File: src/rtl/dino_regs_pkg.sv
// Shared constants and types for the display register writer.
// Index map mirrors the VGA display register file.
package dino_regs_pkg;

    localparam int NUM_REGS  = 13;
    localparam int DATA_W    = 10;
    localparam int BASE_ADDR = 0;
    localparam int AV_ADDR_W = 9;
    localparam int IDX_W     = $clog2(NUM_REGS);

    localparam int REG_DINO_X   = 0;
    localparam int REG_DINO_Y   = 1;
    localparam int REG_JUMP_X   = 2;
    localparam int REG_JUMP_Y   = 3;
    localparam int REG_DUCK_X   = 4;
    localparam int REG_DUCK_Y   = 5;
    localparam int REG_CACTUS_X = 6;
    localparam int REG_CACTUS_Y = 7;
    localparam int REG_GODZ_X   = 8;
    localparam int REG_GODZ_Y   = 9;
    localparam int REG_SCORE    = 10;
    localparam int REG_SCORE_X  = 11;
    localparam int REG_SCORE_Y  = 12;

    typedef enum logic [1:0] {
        IDLE,
        SCAN,
        WRITE,
        DONE
    } wr_state_t;

endpackage

File: src/rtl/dino_frame_reg_writer_if.sv
// Avalon-MM write-only bus between the frame writer and the display.
// Master drives the request, slave answers with waitrequest.
interface dino_frame_reg_writer_if #(
    parameter int AV_ADDR_W = 9
);
    logic [AV_ADDR_W-1:0] av_address;
    logic [31:0]          av_writedata;
    logic                 av_write;
    logic                 av_chipselect;
    logic                 av_waitrequest;

    modport master (
        output av_address,
        output av_writedata,
        output av_write,
        output av_chipselect,
        input  av_waitrequest
    );

    modport slave (
        input  av_address,
        input  av_writedata,
        input  av_write,
        input  av_chipselect,
        output av_waitrequest
    );
endinterface

File: src/rtl/vsync_edge_sync.sv
// Two-flop synchroniser with a registered falling-edge pulse.
// Pulse appears 3 clk after the pin edge; also used for the game tick.
module vsync_edge_sync (
    input  logic clk,
    input  logic reset,
    input  logic sig_n_i,
    output logic fall_o
);
    logic s1_q, s2_q, s3_q, fall_q;

    // Reset low so a pin already high at release gives no pulse.
    always_ff @(posedge clk or posedge reset) begin
        if (reset) begin
            s1_q   <= 1'b0;
            s2_q   <= 1'b0;
            s3_q   <= 1'b0;
            fall_q <= 1'b0;
        end else begin
            s1_q   <= sig_n_i;
            s2_q   <= s1_q;
            s3_q   <= s2_q;
            fall_q <= s3_q & ~s2_q;
        end
    end

    assign fall_o = fall_q;
endmodule

File: src/rtl/dino_frame_reg_writer.sv
// Shadows sprite/score registers and flushes dirty entries to the
// display over Avalon-MM once per vertical sync.
module dino_frame_reg_writer
    import dino_regs_pkg::*;
#(
    parameter int NUM_REGS  = dino_regs_pkg::NUM_REGS,
    parameter int DATA_W    = dino_regs_pkg::DATA_W,
    parameter int BASE_ADDR = dino_regs_pkg::BASE_ADDR,
    parameter int AV_ADDR_W = dino_regs_pkg::AV_ADDR_W,
    localparam int IW       = $clog2(NUM_REGS)
) (
    input  logic              clk,
    input  logic              reset,
    input  logic              vga_vs_n,
    input  logic              upd_valid,
    input  logic [IW-1:0]     upd_idx,
    input  logic [DATA_W-1:0] upd_data,
    input  logic              force_all,
    input  logic              overrun_clr,
    dino_frame_reg_writer_if.master av,
    output logic              busy,
    output logic              frame_done,
    output logic              overrun
);
    localparam logic [IW-1:0] LAST_IDX = IW'(NUM_REGS - 1);

    wr_state_t state_q, state_d;

    logic [DATA_W-1:0]   shadow_q [NUM_REGS];
    logic [DATA_W-1:0]   snap_q   [NUM_REGS];
    logic [NUM_REGS-1:0] dirty_q, dirty_d;
    logic [NUM_REGS-1:0] pending_q, pending_d;
    logic [IW-1:0]       cur_idx_q, cur_idx_d;
    logic                overrun_q, overrun_d;

    logic vs_start;
    logic upd_hit;
    logic take_frame;
    logic av_write;
    logic accept;

    function automatic logic [IW-1:0] lowest_set(
        input logic [NUM_REGS-1:0] v
    );
        logic [IW-1:0] r;
        r = '0;
        for (int i = NUM_REGS - 1; i >= 0; i--) begin
            if (v[i]) r = IW'(i);
        end
        return r;
    endfunction

    vsync_edge_sync u_vs_sync (
        .clk     (clk),
        .reset   (reset),
        .sig_n_i (vga_vs_n),
        .fall_o  (vs_start)
    );

    assign upd_hit    = upd_valid && (upd_idx <= LAST_IDX);
    assign take_frame = (state_q == IDLE) && vs_start;
    assign accept     = av_write && !av.av_waitrequest;

    always_comb begin
        state_d    = state_q;
        cur_idx_d  = cur_idx_q;
        frame_done = 1'b0;
        av_write   = 1'b0;
        unique case (state_q)
            IDLE: begin
                if (vs_start) state_d = SCAN;
            end
            SCAN: begin
                if (|pending_q) begin
                    cur_idx_d = lowest_set(pending_q);
                    state_d   = WRITE;
                end else begin
                    state_d = DONE;
                end
            end
            WRITE: begin
                av_write = 1'b1;
                if (!av.av_waitrequest) state_d = SCAN;
            end
            DONE: begin
                frame_done = 1'b1;
                state_d    = IDLE;
            end
            default: state_d = IDLE;
        endcase
    end

    // A force_all or update landing with the snapshot re-dirties
    // for the following frame.
    always_comb begin
        dirty_d = dirty_q;
        if (take_frame) dirty_d = '0;
        if (force_all) dirty_d = '1;
        if (upd_hit) dirty_d[upd_idx] = 1'b1;
    end

    always_comb begin
        pending_d = pending_q;
        if (take_frame) pending_d = dirty_q;
        if (accept) pending_d[cur_idx_q] = 1'b0;
    end

    always_comb begin
        overrun_d = overrun_q;
        if (overrun_clr) overrun_d = 1'b0;
        if (vs_start && state_q != IDLE) overrun_d = 1'b1;
    end

    always_ff @(posedge clk or posedge reset) begin
        if (reset) begin
            state_q   <= IDLE;
            dirty_q   <= '0;
            pending_q <= '0;
            cur_idx_q <= '0;
            overrun_q <= 1'b0;
        end else begin
            state_q   <= state_d;
            dirty_q   <= dirty_d;
            pending_q <= pending_d;
            cur_idx_q <= cur_idx_d;
            overrun_q <= overrun_d;
        end
    end

    // Snapshot takes the pre-update shadow value.
    always_ff @(posedge clk or posedge reset) begin
        if (reset) begin
            for (int i = 0; i < NUM_REGS; i++) begin
                shadow_q[i] <= '0;
                snap_q[i]   <= '0;
            end
        end else begin
            if (take_frame) snap_q <= shadow_q;
            if (upd_hit) shadow_q[upd_idx] <= upd_data;
        end
    end

    assign av.av_write      = av_write;
    assign av.av_chipselect = av_write;
    assign av.av_address    = av_write
        ? AV_ADDR_W'(BASE_ADDR) + AV_ADDR_W'(cur_idx_q)
        : '0;
    assign av.av_writedata  = av_write
        ? 32'(snap_q[cur_idx_q])
        : 32'd0;

    assign busy    = (state_q != IDLE);
    assign overrun = overrun_q;
endmodule

File: src/flat_wrapper.sv
// flat-port wrapper written by rule: the top's interface ports become plain ports
module dino_frame_reg_writer_flat import dino_regs_pkg::*;
#(
    parameter int NUM_REGS  = dino_regs_pkg::NUM_REGS,
    parameter int DATA_W    = dino_regs_pkg::DATA_W,
    parameter int BASE_ADDR = dino_regs_pkg::BASE_ADDR,
    parameter int AV_ADDR_W = dino_regs_pkg::AV_ADDR_W,
    localparam int IW       = $clog2(NUM_REGS)
)
  (clk, reset, vga_vs_n, upd_valid, upd_idx, upd_data, force_all, overrun_clr, busy, frame_done, overrun, av_av_address, av_av_writedata, av_av_write, av_av_chipselect, av_av_waitrequest);
  dino_frame_reg_writer_if #(.AV_ADDR_W(AV_ADDR_W)) av_i ();
  input  logic clk;
  input  logic reset;
  input  logic vga_vs_n;
  input  logic upd_valid;
  input  logic [IW-1:0] upd_idx;
  input  logic [DATA_W-1:0] upd_data;
  input  logic force_all;
  input  logic overrun_clr;
  output logic busy;
  output logic frame_done;
  output logic overrun;
  output wire logic [$bits(av_i.av_address)-1:0] av_av_address;
  output wire logic [$bits(av_i.av_writedata)-1:0] av_av_writedata;
  output wire logic [$bits(av_i.av_write)-1:0] av_av_write;
  output wire logic [$bits(av_i.av_chipselect)-1:0] av_av_chipselect;
  input wire logic [$bits(av_i.av_waitrequest)-1:0] av_av_waitrequest;
  assign av_av_address = av_i.av_address;
  assign av_av_writedata = av_i.av_writedata;
  assign av_av_write = av_i.av_write;
  assign av_av_chipselect = av_i.av_chipselect;
  assign av_i.av_waitrequest = av_av_waitrequest;
  dino_frame_reg_writer #(.NUM_REGS(NUM_REGS), .DATA_W(DATA_W), .BASE_ADDR(BASE_ADDR), .AV_ADDR_W(AV_ADDR_W)) u_core (.clk(clk), .reset(reset), .vga_vs_n(vga_vs_n), .upd_valid(upd_valid), .upd_idx(upd_idx), .upd_data(upd_data), .force_all(force_all), .overrun_clr(overrun_clr), .av(av_i), .busy(busy), .frame_done(frame_done), .overrun(overrun));
endmodule
File: config.mk
export PLATFORM = sky130hd
export DESIGN_NAME = dino_frame_reg_writer_flat
export DESIGN_NICKNAME = d
export VERILOG_FILES = /design/src/rtl/dino_regs_pkg.sv /design/src/rtl/dino_frame_reg_writer_if.sv /design/src/rtl/vsync_edge_sync.sv /design/src/rtl/dino_frame_reg_writer.sv /design/src/flat_wrapper.sv
export SDC_FILE = /design/constraint.sdc
export NUM_CORES = 1
export LEC_CHECK = 0
export ABC_AREA = 1
export CAP_MARGIN = 25
export CORE_MARGIN = 1.5
export CORE_UTILIZATION = 59
export DETAILED_ROUTE_END_ITERATION = 10
export PLACE_DENSITY = 0.79
export SLEW_MARGIN = 20
export SYNTH_ARGS = -nofsm -noshare
export SYNTH_HDL_FRONTEND = slang
export SYNTH_SLANG_ARGS = --single-unit
File: constraint.sdc
create_clock -name clk -period 25.4 [get_ports clk]
set_input_delay 2.54 -clock clk [delete_from_list [all_inputs] [get_ports clk]]
set_output_delay 2.54 -clock clk [all_outputs]
set_load 0.005 [all_outputs]
==> metrics list, run 1 <==
* Final Max Tran Viols: 0
- Worst Path Arrival: between 3 and 4 ns
- The worst hold path belongs to the class flip-flop to flip-flop.
- Setup violations remaining at the end of the flow were counted as 0.
- The critical path goes through nor2_2, buf_4, inv_2, nor3_2, inv_2, nor2_1, nor3_1, nor2_1, clkdlybuf4s50_1.
- Pin count of the biggest net entering global routing: approximately 160
- Post-CTS setup-driven buffer insertion count: 0
- Clock insertion delay at the later pin of the skew report: between 0.5 and 0.6 ns
* Via count of the first global-routing pass: 8578
- Headroom to the max-slew limit came out at 0.358.
- Actual transition at the worst max-transition pin: a little under 1 ns
- Count of input and output buffers: 39
- Global-route wire length before repair: 44900 µm
- The initial antenna violation count was 0.
- After clock tree synthesis, the clock-pin slew on the worst setup and hold paths is 0.06 ns.
- The run finished with clean final reports.
* Drt total wl: ~28000 µm
- Yosys synthesis warning count: 0
- Std cell rows: 52
- Counting flops and latches in the post-synthesis netlist gives approximately 300.
- On the final layout, the worst clock skew is 0.0119 ns.
- Root Buffer: sky130_fd_sc_hd__clkbuf_16
* Most common cell after layout, fill and taps aside: sky130_fd_sc_hd__dfrtp_1
- Clock Sinks: 297
* Global placer's final weighted congestion: ~0.8
- Once placement completed, the tool counted placed cells totaling roughly 1500.
* Period Utilization, post-route: 0.220
- The worst setup path is captured at an output port.
- The number of buffers and inverters on the critical path is 4.
- 67 I/O pins were placed.
- TritonCTS Buffers: 30
* RSZ-0062 raised after global routing: false
* Post-synth EDFFs: 0
* Pwr dens: roughly 110 mW/mm²
- In this run the remaining antenna-violating nets after routing total 0.
- Count of unresolved DRC violations after routing: 0
* WS Path Type: flip-flop to output port
- Ratio of cells with drive above 1 in the final layout: 0.122
* Clock tree from TritonCTS: built
- The smallest clock period supported by the final layout is computed as around 5.6 ns.
- Of all flip-flops after synthesis, the portion carrying an async set or reset was 1.00.
* Via density per instance: approximately 5.7
- Maximum vdd drop: approximately 64 µV
* Number of optimization iterations in the first detailed-route pass: 5
* Sequential fraction of the synthesis area: 0.602
- Measured along the x axis, the die boundary spans 148 µm.
- For this design the static power due to leakage is 6.57 nW.
- Highest net fanout along the worst path: 31
- FMAX: around 180 MHz
* Longest Clk Path Bufs: 3
- From bottom edge to top edge, the die measures approximately 150 µm.
* Final routed wire length divided by cell count: between 15 and 20 µm
- The mapped netlist covers between 0.01 and 0.015 mm².
- After legalization and detailed placement, the total HPWL measured 16300 µm.
* Aggregate global routing overflow: 0
- Placeable core region: slightly above 0.02 mm²
- All-layer global routing usage: 0.262
- Number of antenna repair diodes: 0
- For this run, the post-layout net count is 1240.
- STA classifies the critical path startpoint as a flip-flop.
- Post-route insts no fill: between 1500 and 2000
* Max H-tree Level: 1
* Most frequent cells in the layout: 297 x sky130_fd_sc_hd__dfrtp_1, 254 x sky130_fd_sc_hd__nand2_1, 172 x sky130_fd_sc_hd__o21ai_0, 88 x sky130_fd_sc_hd__inv_1, 72 x sky130_fd_sc_hd__mux2_2
- Post-CTS repair changed the size of 0 cells.
- Grouping stages by cell kind, the critical path spends the most delay in buffers and inverters.
- The initial utilization of the core area, before any placement, comes to 0.606.
- Among all stages on the critical path, the largest delay is contributed by sky130_fd_sc_hd__clkdlybuf4s50_1.
* Iteration-0 DRC count of the detailed router: roughly 650
* Relative area change from synthesis to final layout: 11.9%
- Full die area: approximately 0.022 mm²
- Setup tns final: 0 ns
* Max-Cap Viols: 0
- Flip-flop cell with the highest count after synthesis: sky130_fd_sc_hd__dfrtp_1
* Total vias in the final route: 8619
- In this run, distinct cell masters in the synthesized netlist total 29.
* Avg Inst Size Synth: a little over 10 µm²
* Synthesized instance count: between 1000 and 1500
- For this run, the slowest stage of the critical path takes between 0.5 and 0.6 ns.
- Count of endpoints failing hold in the final timing report: 0
- Hold Buf Count CTS: 0
- Data required time at the worst endpoint: 22.86 ns
==> synth_stat cells (9+ instances only) <==
cell type                    n  share of area
sky130_fd_sc_hd__a22oi_1    60          0.037
sky130_fd_sc_hd__dfrtp_1   297           0.60
sky130_fd_sc_hd__o21ai_0   172          0.070
sky130_fd_sc_hd__nand2_1   254          0.077
sky130_fd_sc_hd__inv_1      89          0.027
sky130_fd_sc_hd__nand3_1    18         0.0073
sky130_fd_sc_hd__mux2_1     28          0.026
sky130_fd_sc_hd__nor2_1     57          0.017
sky130_fd_sc_hd__a21oi_1    23         0.0093
sky130_fd_sc_hd__clkbuf_1   27         0.0082
sky130_fd_sc_hd__mux2_2     72          0.066
sky130_fd_sc_hd__buf_4      29          0.018
sky130_fd_sc_hd__buf_2      30          0.012
sky130_fd_sc_hd__nor3_1      9         0.0037
==> cell type report <==
| type | count | area (µm²) |
|---|---|---|
| Tap cell | 270 | 338 |
| Clock inverter | 10 | 129 |
| Sequential cell | 297 | 7430 |
| Timing Repair Buffer | 51 | 508 |
| Multi-Input combinational cell | 743 | 4150 |
| Clock buffer | 44 | 885 |
| Fill cell | 1516 | 6560 |
| Inverter | 96 | 373 |
==> path summary, 6_finish.rpt <==
check / from / cells past startpoint / to / slack (ns)
min in group asynchronous: reset / 2 / u_core.snap_q[14] / 2.56
max in group asynchronous: reset / 5 / u_core.shadow_q[103] / 20.82
max reg2reg: u_core.state_q[0] / 6 / u_core.pending_q[9] / 22.93
min reg2reg: u_core.u_vs_sync.s1_q / 0 / u_core.u_vs_sync.s2_q / 0.38
min: u_core.u_vs_sync.s1_q / 0 / u_core.u_vs_sync.s2_q / 0.38
max: u_core.cur_idx_q[0] / 9 / av_av_writedata[2] / 19.81
==> flip-flops by register name, indices dropped and copies added (netlist names) <==
| name | flops |
|---|---|
| u_core.cur_idx_q | 4 |
| u_core.u_vs_sync.s1_q | 1 |
| u_core.u_vs_sync.fall_o | 1 |
| u_core.overrun | 1 |
| u_core.state_q | 2 |
| u_core.u_vs_sync.s2_q | 1 |
| u_core.shadow_q | 130 |
| u_core.dirty_q | 13 |
| u_core.snap_q | 130 |
| u_core.pending_q | 13 |
| u_core.u_vs_sync.s3_q | 1 |
==> where the power goes <==
group          internal (mW)  switching, mW  leakage (nW)
clock                  0.270          0.180         0.503
combinational          0.163          0.232          2.42
sequential             0.625         0.0814          3.65
==> cell families after synthesis <==
family | Yosys count | share of synthesized area
compound gates | 267 | 0.122
buf+inv | 187 | 0.0712
flops | 297 | 0.602
mux | 101 | 0.0921
other cells | 1 | 0.000304
simple gates | 348 | 0.112
==> metrics by stage <==
step	util	power (mW)	area [µm²]	hold slack, ns	setup WS (ns)
floorplan	-	0.969	12400	0.331	14.66
global placement	0.626	1.08	12700	0.340	19.74
detailed placement	0.626	1.10	12800	0.336	19.73
global route	0.678	1.64	13800	0.379	19.71
CTS	0.676	1.55	13800	0.379	19.84
finish	0.678	1.55	13800	0.380	19.81
==> per-layer routing <==
layer / track usage / part of all wire / vias to the layer above / wire length, µm
met1: 0.352 / 0.42 / 4303 / 11600
met2: 0.436 / 0.49 / 298 / 13500
met4: 0.0830 / 0.028 / 0 / 784
met3: 0.0488 / 0.064 / 61 / 1770
li1: - / - / 3957 / -
met5: 0 / 0 / - / 0
Note: power is estimated with default switching activity, not from simulation.
==> run 2, diff against run 1 <==
Clock period 25.4 ns to 5.7 ns, I/O delays scaled along.
==> run 2 against run 1 <==
Compared with the run above:
- die area stayed put
- register-to-register slack worse by 20 ns
- non-clock buffer count is 2 lower
- core utilization is 0.18 points higher
- sequential share of layout area is 0.14 points lower
- combinational power grew to 4.5 times the previous value
- hold slack worse by 0.023 ns
- critical path type unchanged
- largest power group unchanged
==> metrics list, run 2 (synthesis results as in run 1) <==
* Result of the run: finished clean
- Final routed wire length divided by cell count: roughly 19 µm
- The placed instances occupy a cell area of roughly 0.013 mm².
* Crit path time final: around 3.5 ns
- In this run the horizontal extent of the chip is between 100 and 150 µm.
- Port buffering added 39 buffers.
* Data required time at the worst endpoint: 5.13 ns
- The final layout contains around 1200 nets.
* Full die area: ~0.022 mm²
- Post-CTS setup-driven buffer insertion count: 0
- Sequential cell fraction of total power: 0.452
* FMAX: roughly 280 MHz
* Pint: 4.76 mW
- Once detailed placement completed, the half-perimeter wirelength came to 17000 µm.
* Core utilization of the finished layout: 0.680
* Via density per instance: approximately 5.7
- Number of instances resized during post-cts repair: 0
- Worst Path Arrival: just under 3 ns
* Final Max Tran Viols: 0
- Total Power: 7.00 mW
- Of the total power, the clock network draws 0.297.
- For this design, the sink count on the clock tree is around 300.
- Element type at the critical path start: flip-flop
- Setup tns final: 0 ns
* Worst min-delay path category: flip-flop to flip-flop
- The clock passes through at most 3 buffers.
- Number of optimization iterations in the first detailed-route pass: 5
* Ratio of cells with drive above 1 in the final layout: 0.126
* Global placer's final weighted congestion: ~0.85
- Drt total wl: between 20000 and 30000 µm
- Combinational Power Share: 0.251
- Pwr dens: 506 mW/mm²
* Hold path depth: 0
- Number of antenna violations at the first check in global routing: 0
* Hold_ws: roughly 0.36 ns
- Worst-path clk slew: 0.06 ns
- In this run the number of H-tree levels came out at 1.
* Most frequent cells in the layout: 297 x sky130_fd_sc_hd__dfrtp_1, 254 x sky130_fd_sc_hd__nand2_1, 172 x sky130_fd_sc_hd__o21ai_0, 88 x sky130_fd_sc_hd__inv_1, 72 x sky130_fd_sc_hd__mux2_2
* WS Path Type: flip-flop to output port
- Number of top-level design ports: 67
- For the worst flop-to-flop path, the logic depth is 5.
* Std cell rows: between 50 and 60
- Clock latency on the worst-skew pair, taken at its later pin, is between 0.5 and 0.6 ns.
- Final std cell area, no fill: 0.0138 mm²
- In this run the standard cell core region covers approximately 0.020 mm².
* Actual transition at the worst max-transition pin: around 0.99 ns
- For this configuration, the core starts out at a cell density of 0.606.
- The worst setup path is captured at an output port.
* Iteration-0 DRC count of the detailed router: just under 900
- Detailed routing inserted a total of approximately 8700 vias.
* TritonCTS Buffers: 29
* Period Utilization, post-route: 0.620
- Of all nets on the critical path, the largest fanout is 33.
- RSZ-0062 raised after global routing: false
- For this run, the total global-route usage over all layers was measured as 0.271.
- Clock tree from TritonCTS: built
- The clock arrives with ~0.01 ns of skew.
* Floorplan die height: around 150 µm
- Summed over all nets, the switching power comes to between 2 and 2.5 mW.
- Pin count of the biggest net entering global routing: 166
- Relative to the synthesized area, the layout overhead comes to 12.2%.
- Root Buffer: sky130_fd_sc_hd__clkbuf_16
- Count of unresolved DRC violations after routing: 0
- The library cell used most frequently in the layout, excluding fill and tap cells, is sky130_fd_sc_hd__dfrtp_1.
* Via count of the first global-routing pass: about 8900
- Number of antenna repair diodes: 0
- After global routing the overflow that remains totals 0.
* Antenna-violating nets left: 0
- For this design the static power due to leakage is roughly 6.6 nW.
- Count of endpoints failing hold in the final timing report: 0
* Global-route wire length before repair: 46400 µm
- Measured against its own limit, the worst slew margin works out to 0.341.
- Across the VDD grid, the largest voltage drop is approximately 270 µV.
- Across the run, the number of max-cap violations was 0.
- Hold Buf Count CTS: 0
- Of the total power, the share spent switching nets is 0.320.
* Largest registers: u_core.shadow_q: 130 flops, u_core.snap_q: 130 flops
- Final setup vio count: 0
run 2: cell types whose count changed in the layout (fill, tap and decap cells not counted), moves of 2 or more:
cell / before / now
sky130_fd_sc_hd__clkbuf_1: 7 / 1
sky130_fd_sc_hd__clkbuf_8: 6 / 11
sky130_fd_sc_hd__clkinvlp_4: 0 / 3
sky130_fd_sc_hd__buf_6: 2 / 0
sky130_fd_sc_hd__clkbuf_16: 31 / 29
run 2: metrics by stage:
step                std cells  setup WS (ns)
floorplan                1227           1.18
global placement         1454           2.85
detailed placement       1455           2.82
CTS                      1509           2.20
global route             1509           2.01
finish                   1509           2.17
run 2: final timing paths:
check	end	start	slack (ns)
worst max register to register	u_core.snap_q[92]	u_core.state_q[0]	3.27
max in group asynchronous	u_core.snap_q[81]	reset	3.92
worst min register to register	u_core.u_vs_sync.s2_q	u_core.u_vs_sync.s1_q	0.36
worst max-delay path	av_av_writedata[0]	u_core.cur_idx_q[0]	2.17
worst min-delay path	u_core.u_vs_sync.s2_q	u_core.u_vs_sync.s1_q	0.36
min in group asynchronous	u_core.shadow_q[34]	reset	0.51
run 2: area by class of cell:
type                    count  area [µm²]
repair buffers             49         498
well taps                 270         338
clock inverters            13         185
clock buffers              41         881
multi-input cells         743        4150
inverters                  96         364
flip-flops and latches    297        7430
fillers                  1510        6520
run 2: critical path: stages (launching register included):
cell,delay [ns]
sky130_fd_sc_hd__dfrtp_1,0.45
sky130_fd_sc_hd__nand2_1,0.11
sky130_fd_sc_hd__inv_2,0.57
sky130_fd_sc_hd__a22oi_1,0.20
sky130_fd_sc_hd__nand2_1,0.17
sky130_fd_sc_hd__nand2_1,0.08
sky130_fd_sc_hd__nand2_1,0.14
sky130_fd_sc_hd__nor3_1,0.06
sky130_fd_sc_hd__nor2_1,0.10
sky130_fd_sc_hd__clkdlybuf4s50_1,0.51
run 2: power by group through the flow:
| stage | Clock (mW) | Sequential, mW | Combinational [mW] |
|---|---|---|---|
| after floorplan | 0 | 3.06 | 1.26 |
| after global placement | 0 | 3.14 | 1.66 |
| after detailed placement | 0 | 3.18 | 1.72 |
| after CTS | 2.11 | 3.15 | 1.76 |
| after global routing | 2.18 | 3.23 | 1.96 |
| final | 2.08 | 3.17 | 1.76 |
run 2: per-layer routing:
metal / global-route usage / wire length [µm] / vias to the layer above
li1: - / - / 3957
met1: 0.360 / 11800 / 4359
met2: 0.447 / 13800 / 281
met3: 0.0389 / 1520 / 79
met4: 0.121 / 1110 / 0
met5: 0 / 0 / -
